### config.mk
export PLATFORM = sky130hd
export DESIGN_NAME = pe_mac_multimode_flat
export DESIGN_NICKNAME = d
export VERILOG_FILES = /design/src/rtl/pe_mac_multimode_if.sv /design/src/rtl/pe_mac_multimode.sv /design/src/flat_wrapper.sv
export SDC_FILE = /design/constraint.sdc
export NUM_CORES = 1
export LEC_CHECK = 0
export ABC_CLOCK_PERIOD_IN_PS = 15500
export BUFFER_PORTS_ARGS = -buffer_cell sky130_fd_sc_hd__buf_2
export CORE_MARGIN = 2
export CORE_UTILIZATION = 25
export DETAILED_ROUTE_END_ITERATION = 10
export PLACE_DENSITY_LB_ADDON = 0.1
export SETUP_SLACK_MARGIN = 0.3
export SLEW_MARGIN = 40
export SYNTH_ARGS = -nofsm -noshare
export SYNTH_HDL_FRONTEND = slang
export SYNTH_SLANG_ARGS = --single-unit
### constraint.sdc
create_clock -name clk -period 15.5 [get_ports clk]
set_clock_uncertainty 0.1 [all_clocks]
set_input_delay 0.775 -clock clk [delete_from_list [all_inputs] [get_ports clk]]
set_output_delay 0.775 -clock clk [all_outputs]
set_load 0.01 [all_outputs]
### src/rtl/pe_mac_multimode_if.sv
// Control and data bundle between one pe_mac_multimode tile and its driver.
// The master modport drives the tile; the slave modport is the tile itself.
interface pe_mac_multimode_if #(
    parameter int INPUT_WIDTH  = 16,
    parameter int WEIGHT_WIDTH = 16,
    parameter int PSUM_WIDTH   = 32,
    parameter int LANES        = 1
);
    logic                          mode;
    logic                          load_en;
    logic                          process_en;
    logic                          drain_en;
    logic [LANES*INPUT_WIDTH-1:0]  input_in;
    logic [LANES*WEIGHT_WIDTH-1:0] weight_in;
    logic [PSUM_WIDTH-1:0]         psum_in;
    logic [LANES*INPUT_WIDTH-1:0]  input_out;
    logic [LANES*WEIGHT_WIDTH-1:0] weight_out;
    logic [PSUM_WIDTH-1:0]         psum_out;
    logic                          psum_valid;
    logic                          busy;
    logic                          ovf;

    modport master (
        output mode, load_en, process_en, drain_en, input_in, weight_in, psum_in,
        input  input_out, weight_out, psum_out, psum_valid, busy, ovf
    );

    modport slave (
        input  mode, load_en, process_en, drain_en, input_in, weight_in, psum_in,
        output input_out, weight_out, psum_out, psum_valid, busy, ovf
    );
endinterface

### src/rtl/pe_mac_multimode.sv
// Systolic PE: LANES signed products summed per beat, then accumulated either
// into the forwarded partial sum (input-stationary) or a local acc (output-stationary).
module pe_mac_multimode #(
    parameter int INPUT_WIDTH  = 16,
    parameter int WEIGHT_WIDTH = 16,
    parameter int PSUM_WIDTH   = 32,
    parameter int LANES        = 1,
    parameter int SATURATE     = 1
) (
    input logic               clk,
    input logic               rst_n,
    pe_mac_multimode_if.slave bus
);
    localparam int MUL_W  = INPUT_WIDTH + WEIGHT_WIDTH;
    localparam int PROD_W = MUL_W + $clog2(LANES);
    // One guard bit above whichever operand is wider, so the stage-2 sum never wraps.
    localparam int SUM_W  = ((PROD_W > PSUM_WIDTH) ? PROD_W : PSUM_WIDTH) + 1;
    localparam logic signed [SUM_W-1:0] PMAX =
        {{(SUM_W-PSUM_WIDTH+1){1'b0}}, {(PSUM_WIDTH-1){1'b1}}};
    localparam logic signed [SUM_W-1:0] PMIN =
        {{(SUM_W-PSUM_WIDTH+1){1'b1}}, {(PSUM_WIDTH-1){1'b0}}};

    typedef enum logic [1:0] {IDLE, RUN, FLUSH} state_t;

    state_t                        state_q, state_d;
    logic                          mode_reg;
    logic [LANES*INPUT_WIDTH-1:0]  input_reg;
    logic [LANES*WEIGHT_WIDTH-1:0] weight_reg;
    logic signed [PROD_W-1:0]      prod_reg, prod_sum;
    logic signed [PSUM_WIDTH-1:0]  psum_d, acc, psum_out_q, s2_result;
    logic signed [SUM_W-1:0]       sum_wide;
    logic                          v1, psum_valid_q, ovf_q, s2_ovf;
    logic                          eff_mode, drain_go;

    // In IDLE the live mode pin governs the beat that leaves IDLE; afterwards it is frozen.
    assign eff_mode = (state_q == IDLE) ? bus.mode : mode_reg;
    assign drain_go = (state_q == IDLE) && bus.mode && bus.drain_en;

    // NOTE: every signal written in an always_comb gets a default at the top so no path infers a latch.
    always_comb begin
        state_d = state_q;
        case (state_q)
            IDLE:    if (bus.process_en)  state_d = RUN;
            RUN:     if (!bus.process_en) state_d = FLUSH;
            FLUSH:   state_d = bus.process_en ? RUN : IDLE;
            default: state_d = IDLE;
        endcase
    end

    always_comb begin
        prod_sum = '0;
        for (int l = 0; l < LANES; l++) begin
            logic signed [INPUT_WIDTH-1:0]  a_l;
            logic signed [WEIGHT_WIDTH-1:0] w_l;
            a_l = eff_mode ? bus.input_in[l*INPUT_WIDTH +: INPUT_WIDTH]
                           : input_reg[l*INPUT_WIDTH +: INPUT_WIDTH];
            w_l = bus.weight_in[l*WEIGHT_WIDTH +: WEIGHT_WIDTH];
            prod_sum = prod_sum + PROD_W'(MUL_W'(a_l) * MUL_W'(w_l));
        end
    end

    always_comb begin
        sum_wide  = SUM_W'(mode_reg ? acc : psum_d) + SUM_W'(prod_reg);
        s2_ovf    = (sum_wide > PMAX) || (sum_wide < PMIN);
        s2_result = sum_wide[PSUM_WIDTH-1:0];
        if (SATURATE != 0) begin
            if (sum_wide > PMAX)      s2_result = PMAX[PSUM_WIDTH-1:0];
            else if (sum_wide < PMIN) s2_result = PMIN[PSUM_WIDTH-1:0];
        end
    end

    // NOTE: sequential state uses non-blocking assignments only, so every flop samples pre-edge values.
    always_ff @(posedge clk or negedge rst_n) begin
        if (!rst_n) state_q <= IDLE;
        else        state_q <= state_d;
    end

    // NOTE: this datapath is flops only, so every register is cleared; an in-flight beat dies with v1.
    always_ff @(posedge clk or negedge rst_n) begin
        if (!rst_n) begin
            mode_reg     <= 1'b0;
            input_reg    <= '0;
            weight_reg   <= '0;
            prod_reg     <= '0;
            psum_d       <= '0;
            acc          <= '0;
            psum_out_q   <= '0;
            psum_valid_q <= 1'b0;
            ovf_q        <= 1'b0;
            v1           <= 1'b0;
        end else begin
            psum_valid_q <= 1'b0;
            v1           <= bus.process_en;
            if (state_q == IDLE) mode_reg <= bus.mode;

            if (bus.process_en) begin
                prod_reg   <= prod_sum;
                psum_d     <= bus.psum_in;
                weight_reg <= bus.weight_in;
            end

            // IS keeps the operand stationary until reloaded; OS streams it through for forwarding.
            if (eff_mode ? bus.process_en : bus.load_en) input_reg <= bus.input_in;

            if (v1) begin
                if (mode_reg) begin
                    acc <= s2_result;
                end else begin
                    psum_out_q   <= s2_result;
                    psum_valid_q <= 1'b1;
                end
                if (s2_ovf) ovf_q <= 1'b1;
            end

            // v1 is never set in IDLE, so a drain cannot collide with a stage-2 update.
            if (drain_go) begin
                psum_out_q   <= acc;
                acc          <= '0;
                ovf_q        <= 1'b0;
                psum_valid_q <= 1'b1;
            end
        end
    end

    assign bus.input_out  = input_reg;
    assign bus.weight_out = weight_reg;
    assign bus.psum_out   = psum_out_q;
    assign bus.psum_valid = psum_valid_q;
    assign bus.busy       = (state_q != IDLE);
    assign bus.ovf        = ovf_q;
endmodule

### src/flat_wrapper.sv
// flat-port wrapper written by rule: the top's interface ports become plain ports
module pe_mac_multimode_flat 
#(
    parameter int INPUT_WIDTH  = 16,
    parameter int WEIGHT_WIDTH = 16,
    parameter int PSUM_WIDTH   = 32,
    parameter int LANES        = 1,
    parameter int SATURATE     = 1
)
  (clk, rst_n, bus_mode, bus_load_en, bus_process_en, bus_drain_en, bus_input_in, bus_weight_in, bus_psum_in, bus_input_out, bus_weight_out, bus_psum_out, bus_psum_valid, bus_busy, bus_ovf);
  pe_mac_multimode_if #(.INPUT_WIDTH(INPUT_WIDTH), .WEIGHT_WIDTH(WEIGHT_WIDTH), .PSUM_WIDTH(PSUM_WIDTH), .LANES(LANES)) bus_i ();
  input logic clk;
  input logic rst_n;
  input wire logic [$bits(bus_i.mode)-1:0] bus_mode;
  input wire logic [$bits(bus_i.load_en)-1:0] bus_load_en;
  input wire logic [$bits(bus_i.process_en)-1:0] bus_process_en;
  input wire logic [$bits(bus_i.drain_en)-1:0] bus_drain_en;
  input wire logic [$bits(bus_i.input_in)-1:0] bus_input_in;
  input wire logic [$bits(bus_i.weight_in)-1:0] bus_weight_in;
  input wire logic [$bits(bus_i.psum_in)-1:0] bus_psum_in;
  output wire logic [$bits(bus_i.input_out)-1:0] bus_input_out;
  output wire logic [$bits(bus_i.weight_out)-1:0] bus_weight_out;
  output wire logic [$bits(bus_i.psum_out)-1:0] bus_psum_out;
  output wire logic [$bits(bus_i.psum_valid)-1:0] bus_psum_valid;
  output wire logic [$bits(bus_i.busy)-1:0] bus_busy;
  output wire logic [$bits(bus_i.ovf)-1:0] bus_ovf;
  assign bus_i.mode = bus_mode;
  assign bus_i.load_en = bus_load_en;
  assign bus_i.process_en = bus_process_en;
  assign bus_i.drain_en = bus_drain_en;
  assign bus_i.input_in = bus_input_in;
  assign bus_i.weight_in = bus_weight_in;
  assign bus_i.psum_in = bus_psum_in;
  assign bus_input_out = bus_i.input_out;
  assign bus_weight_out = bus_i.weight_out;
  assign bus_psum_out = bus_i.psum_out;
  assign bus_psum_valid = bus_i.psum_valid;
  assign bus_busy = bus_i.busy;
  assign bus_ovf = bus_i.ovf;
  pe_mac_multimode #(.INPUT_WIDTH(INPUT_WIDTH), .WEIGHT_WIDTH(WEIGHT_WIDTH), .PSUM_WIDTH(PSUM_WIDTH), .LANES(LANES), .SATURATE(SATURATE)) u_core (.clk(clk), .rst_n(rst_n), .bus(bus_i));
endmodule
### Word-level counts from Yosys, hierarchy flattened

Index checks and enable logic that the tools add are counted.
W data, S select, Z words.

| storage, ports and cells | value |
|---|---|
| register bits | 166 |
| input port bits | 70 |
| output and inout bits | 67 |
| logic and storage cells | 54 |

| cells by class | value |
|---|---|
| add/sub/neg operators | 1 |
| multipliers | 1 |
| order comparisons | 2 |
| equal/unequal tests | 5 |
| mux-type cells | 22 |
| reductions and logical operators | 12 |

Operators by type and width:

| cell | count |
|---|---|
| $mux W32 | 8 |
| $add A33 B32 Y33 | 1 |
| $gt A33 B32 Y1 const B | 1 |
| $lt A33 B32 Y1 const B | 1 |
| $mux W33 | 1 |
| $mul A16 B16 Y32 | 1 |
| $mux W16 | 1 |
| $mux W1 | 9 |
| $reduce_and A2 Y1 | 4 |
| $reduce_bool A2 Y1 | 4 |
| $ne A2 B2 Y1 const B | 3 |
| $pmux W2 S3 | 1 |
| $mux W2 | 2 |
| $eq A2 B1 Y1 const B | 1 |
| $eq A2 B2 Y1 const B | 1 |
| $logic_and A1 B1 Y1 | 2 |
| $logic_not A2 Y1 | 1 |
| $logic_or A1 B1 Y1 | 1 |

### Longest topological paths before layout

Gate-level depths: netlist (run 1).

| depth | value |
|---|---|
| word-level depth | 8 |
| gate-level depth with buffers | 28 |
| mapped depth without buffers | 25 |

### Least setup slack after synthesis (run 1)

Ideal clock, no wire load.

| timing | value |
|---|---|
| kind | in2reg |
| from | in bus_mode |
| to | reg u_core.prod_reg[24] |
| library setup time | 0.125 ns |
| arrival | 7.348 ns |
| data required time | 15.275 ns |
| slack | 7.927 ns |
| cell stages on the path | 25 |
| path buffers | 2 |
| cell sequence | mux2i_1 > buf_2 > mux2_2 > clkbuf_1 > and2_1 > fa_1 > inv_1 > fa_1 > fa_1 > inv_1 > fa_1 > fa_1 > inv_1 > fa_1 > inv_1 > ha_1 > nand3_1 > nor2_1 > inv_1 > nor4_1 > nor2_1 > a211o_1 > o21ai_0 > xor2_1 > mux2_2 |

| on the way | value |
|---|---|
| cells in the longest elaborated chain, start to end | 3 |

Ends and longest elaborated chain:

| element | RTL line | source |
|---|---|---|
| from (decl) | flat_wrapper.sv:14 | `input wire logic [$bits(bus_i.mode)-1:0] bus_mode;` |
| $mux W1 | pe_mac_multimode.sv:36 | `assign eff_mode = (state_q == IDLE) ? bus.mode : mode_reg;` |
| $mux W16 | pe_mac_multimode.sv:55 | `a_l = eff_mode ? bus.input_in[l*INPUT_WIDTH +: INPUT_WIDTH]` |
| $mul A16 B16 Y32 | pe_mac_multimode.sv:58 | `prod_sum = prod_sum + PROD_W'(MUL_W'(a_l) * MUL_W'(w_l));` |
| to (signal assigned) | pe_mac_multimode.sv:97 | `prod_reg <= prod_sum;` |
| to (decl) | pe_mac_multimode.sv:29 | `logic signed [PROD_W-1:0] prod_reg, prod_sum;` |

No other way between the ends.
A chain may end at the register's enable or synchronous reset.

### Worst setup path in the final report (run 1)

| timing | value |
|---|---|
| from | reg u_core.state_q[1] |
| to | reg u_core.prod_reg[30] |

| on the way | value |
|---|---|
| cells in the longest elaborated chain, start to end | 4 |

Ends and longest elaborated chain:

| element | RTL line | source |
|---|---|---|
| from (decl) | pe_mac_multimode.sv:25 | `state_t state_q, state_d;` |
| from (signal assigned) | pe_mac_multimode.sv:75 | `else state_q <= state_d;` |
| $logic_not A2 Y1 | pe_mac_multimode.sv:36 |  |
| $mux W1 | pe_mac_multimode.sv:36 |  |
| $mux W16 | pe_mac_multimode.sv:55 |  |
| $mul A16 B16 Y32 | pe_mac_multimode.sv:58 |  |

No other way between the ends.

==> results of run 1 <==
worst reg2reg max path, cell delays in order (launching register included):
cell      delay [ps]
dfrtp_1          400
nor2_1           350
mux2i_4          290
buf_4            410
mux2_2           570
and2_1           240
fa_1             530
inv_1             50
fa_1             450
fa_1             490
fa_1             540
inv_1             50
fa_1             510
fa_1             420
ha_1             330
a21oi_1          240
nand2b_1          80
o21ai_0          550
o31ai_1          210
nand3_1          190
a31oi_1          150
o41ai_1          340
xor2_1           210
a21oi_1           90
cell usage in the layout (no fill, tap or decap), drive strengths merged, types with 82 or more instances in the layout:
cell and n:
mux2 134, fa 263, and2 113, o21ai 82
a21oi 97, inv 307, nand2 167, ha 114
nor2 83, dfrtp 166, buf 150
through the flow:
stage | hold WS, ps | setup slack, ps | cell area (um2)
6_report | 124.1 | 7552 | 21220
3_5_place_dp | 356.2 | 7473 | 20620
2_1_floorplan | 327.3 | 7927 | 18920
5_1_grt | 133.2 | 7029 | 21220
3_3_place_gp | 336.4 | 7449 | 20590
4_1_cts | 109.5 | 7483 | 21220
cell families (layout without fill, tap and decap cells):
family / count (synthesis) / after routing / share of synthesized area (%)
AOI/OAI and AO/OA: 306 / 306 / 10.46
buffers and inverters: 388 / 483 / 7.889
muxes: 139 / 139 / 8.239
DFF: 166 / 166 / 21.95
and+or+nand+nor: 508 / 508 / 13.27
adders and majority gates: 377 / 377 / 35.36
xor gates and xnor gates: 61 / 61 / 2.824
final cells by class:
| cell class | instances | area (um2) | share of cell area (%) |
|---|---|---|---|
| Clock buffer | 20 | 466.7 | 2.200 |
| Clock inverter | 12 | 128.9 | 0.6074 |
| Inverter | 300 | 1126 | 5.308 |
| Multi-Input combinational cell | 1391 | 13310 | 62.73 |
| Sequential cell | 166 | 4158 | 19.60 |
| Tap cell | 969 | 1212 | 5.714 |
| Timing Repair Buffer | 151 | 815.8 | 3.845 |
metal layers:
metal  up-vias  track usage, %  wire, um
met3        26           1.991      1470
met2       191           27.45     29100
met5         -               0         0
met1      7221           20.13     26300
li1       6463               -         -
met4         0           2.936       508
path summary, 6_finish.rpt:
kind	from	end
max	u_core.state_q[1]	u_core.prod_reg[30]
min	rst_n	u_core.psum_d[12]
max reg2reg	u_core.state_q[1]	u_core.prod_reg[30]
min reg2reg	u_core.state_q[1]	u_core.state_q[1]
max in group asynchronous	rst_n	u_core.bus.input_out[13]
min in group clk	u_core.state_q[1]	u_core.state_q[1]
==> reports/qor.yml, run 1 <==
critical_path.slowest_cell: "mux2_2"
max_slew_violation_total_from_the_final_report: 0
routabilityCongestion: 0.7978
clock_root_buffer_master: "clkbuf_16"
first_iter_violations: 603
route.detailed.drc: 0
core_area_um2: 74700
status: "complete, no violations"
number_of_distinct_library_cells_after_synthesis: 69
critical_path_most_common_cell: "fa_1"
register_to_register_path_setup_slack_ps: 7550
path_clk_slew_ps: 80
max_slew_headroom_pct: 51.33
report.final.setup_viol: 0
synthTopCellsByArea: "fa_1 (28%), dfrtp_1 (22%), mux2_2 (8.0%), ha_1 (7.5%), inv_1 (6.0%)"
worst_path_dominant_cell_family: "adder cells"
crit_required_ps: 15730
timing.critical_path.slowest_cell_delay_ps: 550
ys_dominant_reg_cell: "dfrtp_1"
share_of_post_route_cells_with_drive_strength_above_1_pct: 16.91
dp_hpwl_um: 44620
cts_num_sinks: 166
final_nets: 2474
fp.dieArea_um2: 77910
worst_pin_slew_ps: 730.1
dr_total_vias: 13900
grt_use_total_pct: 15.46
p_r_area_growth_vs_syn_pct: 12.13
htree_levels: 4
fillerInstances: 7895
holdCritPathClass: "input port to async pin"
dpl.cell_count: 2977
setup.worst_path.end_class: "flop"
final.setup.tns_ps: 0
synth.net_count: 2392
clock_latency_ps: 490
stdcell_count: 3009
ioPinCount: 137
die_width_um: 279.1
critical_path.max_fanout: 18
placement_rows: 100
r2r.worst_path.cells: 23
number_of_enable_type_register_cells_in_the_synthesized_netlist: 0
syn_inst: 1945
postRouteWirelength_um: 57380
postSynthAreaPerCell_um2: 9.728
final.period_utilization_pct: 51.28
avgViaCountPerCell: 4.620
routedWlPerCell_um: 19.07
floorplan.initialDensity_pct: 25.33
cts.repair_timing.setup_buffer_count: 0
setup.worst_path.class: "flop to flop"
grt_setup_unrepaired: "no"
layout.core_utilization_pct: 28.40
pin_count_of_the_biggest_net_entering_global_routing: 68
drt_pre_antenna_iters: 5
first_global_vias: 15470
synthDominantCellAreaShare_pct: 27.83
top_count_cell_post_synth: "inv_1"
antenna_violations_before_repair: 1
cts.repair.resized: 0
hold_viol: 0
grt_pass1_wl_um: 92150
port_buffers: 136
worst_path_arrival_time_ps: 8180
final_antenna_net_count: 0
residual_overflow_from_global_routing: 0
cp_cell_sequence: "nor2_1 > mux2i_4 > buf_4 > mux2_2 > and2_1 > fa_1 > inv_1 > fa_1 > fa_1 > fa_1 > inv_1 > fa_1 > fa_1 > ha_1 > a21oi_1 > nand2b_1 > o21ai_0 > o31ai_1 > nand3_1 > a31oi_1 > o41ai_1 > xor2_1 > a21oi_1"
post_synth_instance_area_um2: 18920
number_of_hold_buffers_added_after_cts: 0
critical_path.n_buffers_inverters: 3
timing.final.crit_period_ps: 7948
share_of_synthesized_registers_carrying_an_async_set_or_reset_pct: 100.0
ctsLongestPathBuffers: 2
synth_top_area_cell: "fa_1"
yosys_register_bits: 166
cts_inserted_buffers: 17
cp_num_cells: 23
tritoncts: "yes"
synth.top_cells.by_count: "inv_1 (300), fa_1 (263), dfrtp_1 (166), nand2_1 (166), mux2_2 (134)"
maxcap_viol_count: 0
antennaDiodeCount: 0
fp.dieH_um: 279.1
critical_path_source_type: "flop"
yosysWarningCount: 0
timing.fmax_mhz: 125.8
seq_area_frac_synth_pct: 21.95
Power of run 1 is left out: the tool's default activity adds up to more than one toggle a clock period on the data nets, which glitch-free logic cannot reach.
==> run 2, diff against run 1 <==
- ABC_CLOCK_PERIOD_IN_PS: 15500 -> 6400
- clock period: 15.5 -> 6.4 ns (I/O delays scaled with it)
==> reports/qor.yml, run 2 (synthesized netlist as in run 1, its figures left out) <==
clock_latency_ps: 500  # was 490 ps
tritoncts: "yes"  # unchanged
clock_root_buffer_master: "clkbuf_16"  # unchanged
status: "finished with violations"  # was complete, no violations
max_slew_headroom_pct: 50.52  # was 51.33%
grt_use_total_pct: 16.16  # was 15.46%
grt_setup_unrepaired: "yes"  # was no
fillerInstances: 7773  # was 7895
timing.fmax_mhz: 141.8  # was 125.8 MHz
critical_path.slowest_cell: "fa_1"  # was mux2_2
r2r.worst_path.cells: 28  # was 23
p_r_area_growth_vs_syn_pct: 27.31  # was 12.13%
port_buffers: 136  # unchanged
worstReg2RegEnd: "u_core.prod_reg[28]"  # was u_core.prod_reg[30]
stdcell_count: 3246  # was 3009
final.setup.tns_ps: -8169  # was 0 ps
worst_path_arrival_time_ps: 7320  # was 8180 ps
cts_inserted_buffers: 17  # unchanged
routedWlPerCell_um: 18.50  # was 19.07 um
antenna_violations_before_repair: 0  # was 1
final_antenna_net_count: 0  # unchanged
register_to_register_path_setup_slack_ps: -650  # was 7550 ps
floorplan.initialDensity_pct: 25.33  # unchanged
crit-reg2reg-launch: "u_core.state_q[0]"  # was u_core.state_q[1]
dp_hpwl_um: 47910  # was 44620 um
path_clk_slew_ps: 90  # was 80 ps
timing.final.crit_period_ps: 7050  # was 7948 ps
layout.core_utilization_pct: 32.25  # was 28.40%
crit_required_ps: 6670  # was 15730 ps
critical_path.n_buffers_inverters: 8  # was 3
fin_hold_ws_ps: 68.54  # was 124.1 ps
worst_setup_path_startpoint: "u_core.state_q[0]"  # was u_core.state_q[1]
htree_levels: 4  # unchanged
fp.dieArea_um2: 77910  # unchanged
worst_hold_path.num_cells: 2
share_of_post_route_cells_with_drive_strength_above_1_pct: 28.73  # was 16.91%
ctsLongestPathBuffers: 2  # unchanged
first_global_vias: 16370  # was 15470
dr_total_vias: 14810  # was 13900
drt_pre_antenna_iters: 5  # unchanged
max_slew_violation_total_from_the_final_report: 0  # unchanged
worst_pin_slew_ps: 737.7  # was 730.1 ps
postRouteWirelength_um: 60050  # was 57380 um
dpl.cell_count: 3127  # was 2977
critical_path_source_type: "flop"  # unchanged
critical_path.max_fanout: 4  # was 18
avgViaCountPerCell: 4.563  # was 4.620
violations: "setup timing"
maxcap_viol_count: 0  # unchanged
placement_rows: 100  # unchanged
first_iter_violations: 606  # was 603
timing.critical_path.slowest_cell_delay_ps: 550  # about the same
worst_path_dominant_cell_family: "adder cells"  # unchanged
hp-start: "bus_input_in[11]"
grt_pass1_wl_um: 96230  # was 92150 um
routabilityCongestion: 0.8008  # was 0.7978
setup.worst_path.end_class: "flop"  # unchanged
cts_num_sinks: 166  # unchanged
holdCritPathClass: "input port to flop"  # was input port to async pin
layout.cells.most_common_list: "inv_1 (284), fa_1 (247), dfrtp_1 (166)"  # was inv_1 (300), fa_1 (263), nand2_1 (166)
report.final.setup_viol: 20  # was 0
final.period_utilization_pct: 110.2  # was 51.28%
hold_path_end: "u_core.bus.input_out[11]"
most_common_library_cell_in_the_layout_ignoring_fill_and_taps: "inv_1"  # unchanged
final_nets: 2710  # was 2474
core_area_um2: 74700  # unchanged
hold_viol: 0  # unchanged
die_width_um: 279.1  # unchanged
pin_count_of_the_biggest_net_entering_global_routing: 103  # was 68
ioPinCount: 137  # unchanged
critical_path_most_common_cell: "fa_1"  # unchanged
route.detailed.drc: 0  # unchanged
residual_overflow_from_global_routing: 0  # unchanged
worst_slack_ps: -650.4  # was 7552 ps
fp.dieH_um: 279.1  # unchanged
setup.worst_path.class: "flop to flop"  # unchanged
[run 2: cell count changes in the layout (fill, tap and decap cells not counted), moves of 12 or more]
cell	previous run	this run
dlygate4sd3_1	0	48
fa_2	0	16
and2_4	0	15
inv_2	0	16
nand2_1	166	154
ha_1	114	99
buf_6	3	30
and2_1	113	98
buf_4	13	161
ha_4	0	14
inv_1	300	284
fa_1	263	247
mux2_4	0	17
mux2_2	134	117
[run 2: area by class of cell]
cell class | instances | area (um2) | share of cell area, %
multi-input cells | 1391 | 14040 | 58.30
flip-flops and latches | 166 | 4154 | 17.24
repair buffers | 387 | 2980 | 12.37
well taps | 969 | 1212 | 5.033
inverters | 300 | 1126 | 4.675
clock buffers | 18 | 429.2 | 1.782
clock inverters | 14 | 140.1 | 0.5817
diodes | 1 | 2.502 | 0.01039
[run 2: worst max-delay path by stage]
stage	to	slack [ps]	cells past startpoint
CTS	u_core.prod_reg[30]	-610	24
detailed placement	u_core.prod_reg[30]	-830	25
global route	u_core.prod_reg[28]	-880	29
floorplan	u_core.prod_reg[30]	-470	27
global placement	u_core.prod_reg[30]	-730	25
finish	u_core.prod_reg[28]	-650	28
[run 2: layer usage]
layer | share of wire [%] | wire (um) | track usage, % | vias up
li1 | - | - | - | 6951
met4 | 1.2 | 742 | 3.419 | 0
met2 | 50 | 29890 | 27.87 | 218
met1 | 46 | 27830 | 21.56 | 7605
met3 | 2.6 | 1590 | 2.092 | 36
met5 | 0 | 0 | 0 | -
[run 2: repair_timing]
item,4_1_cts,5_1_grt
gates resized for setup,125,53
cloned,1,0
hold buffers,48,0
pin swaps,70,49
setup endpoints to repair,21,22
hold endpoints to repair,148,0
setup buffers,22,15
[run 2: stage by stage]
step | cell area [um2] | worst slack [ps]
after floorplan | 19110 | -474.5
after global placement | 21920 | -734.7
after detailed placement | 21950 | -828.5
after CTS | 23750 | -610.8
after global routing | 24090 | -879.8
final | 24090 | -650.4
Power of run 2 is left out for the same reason.
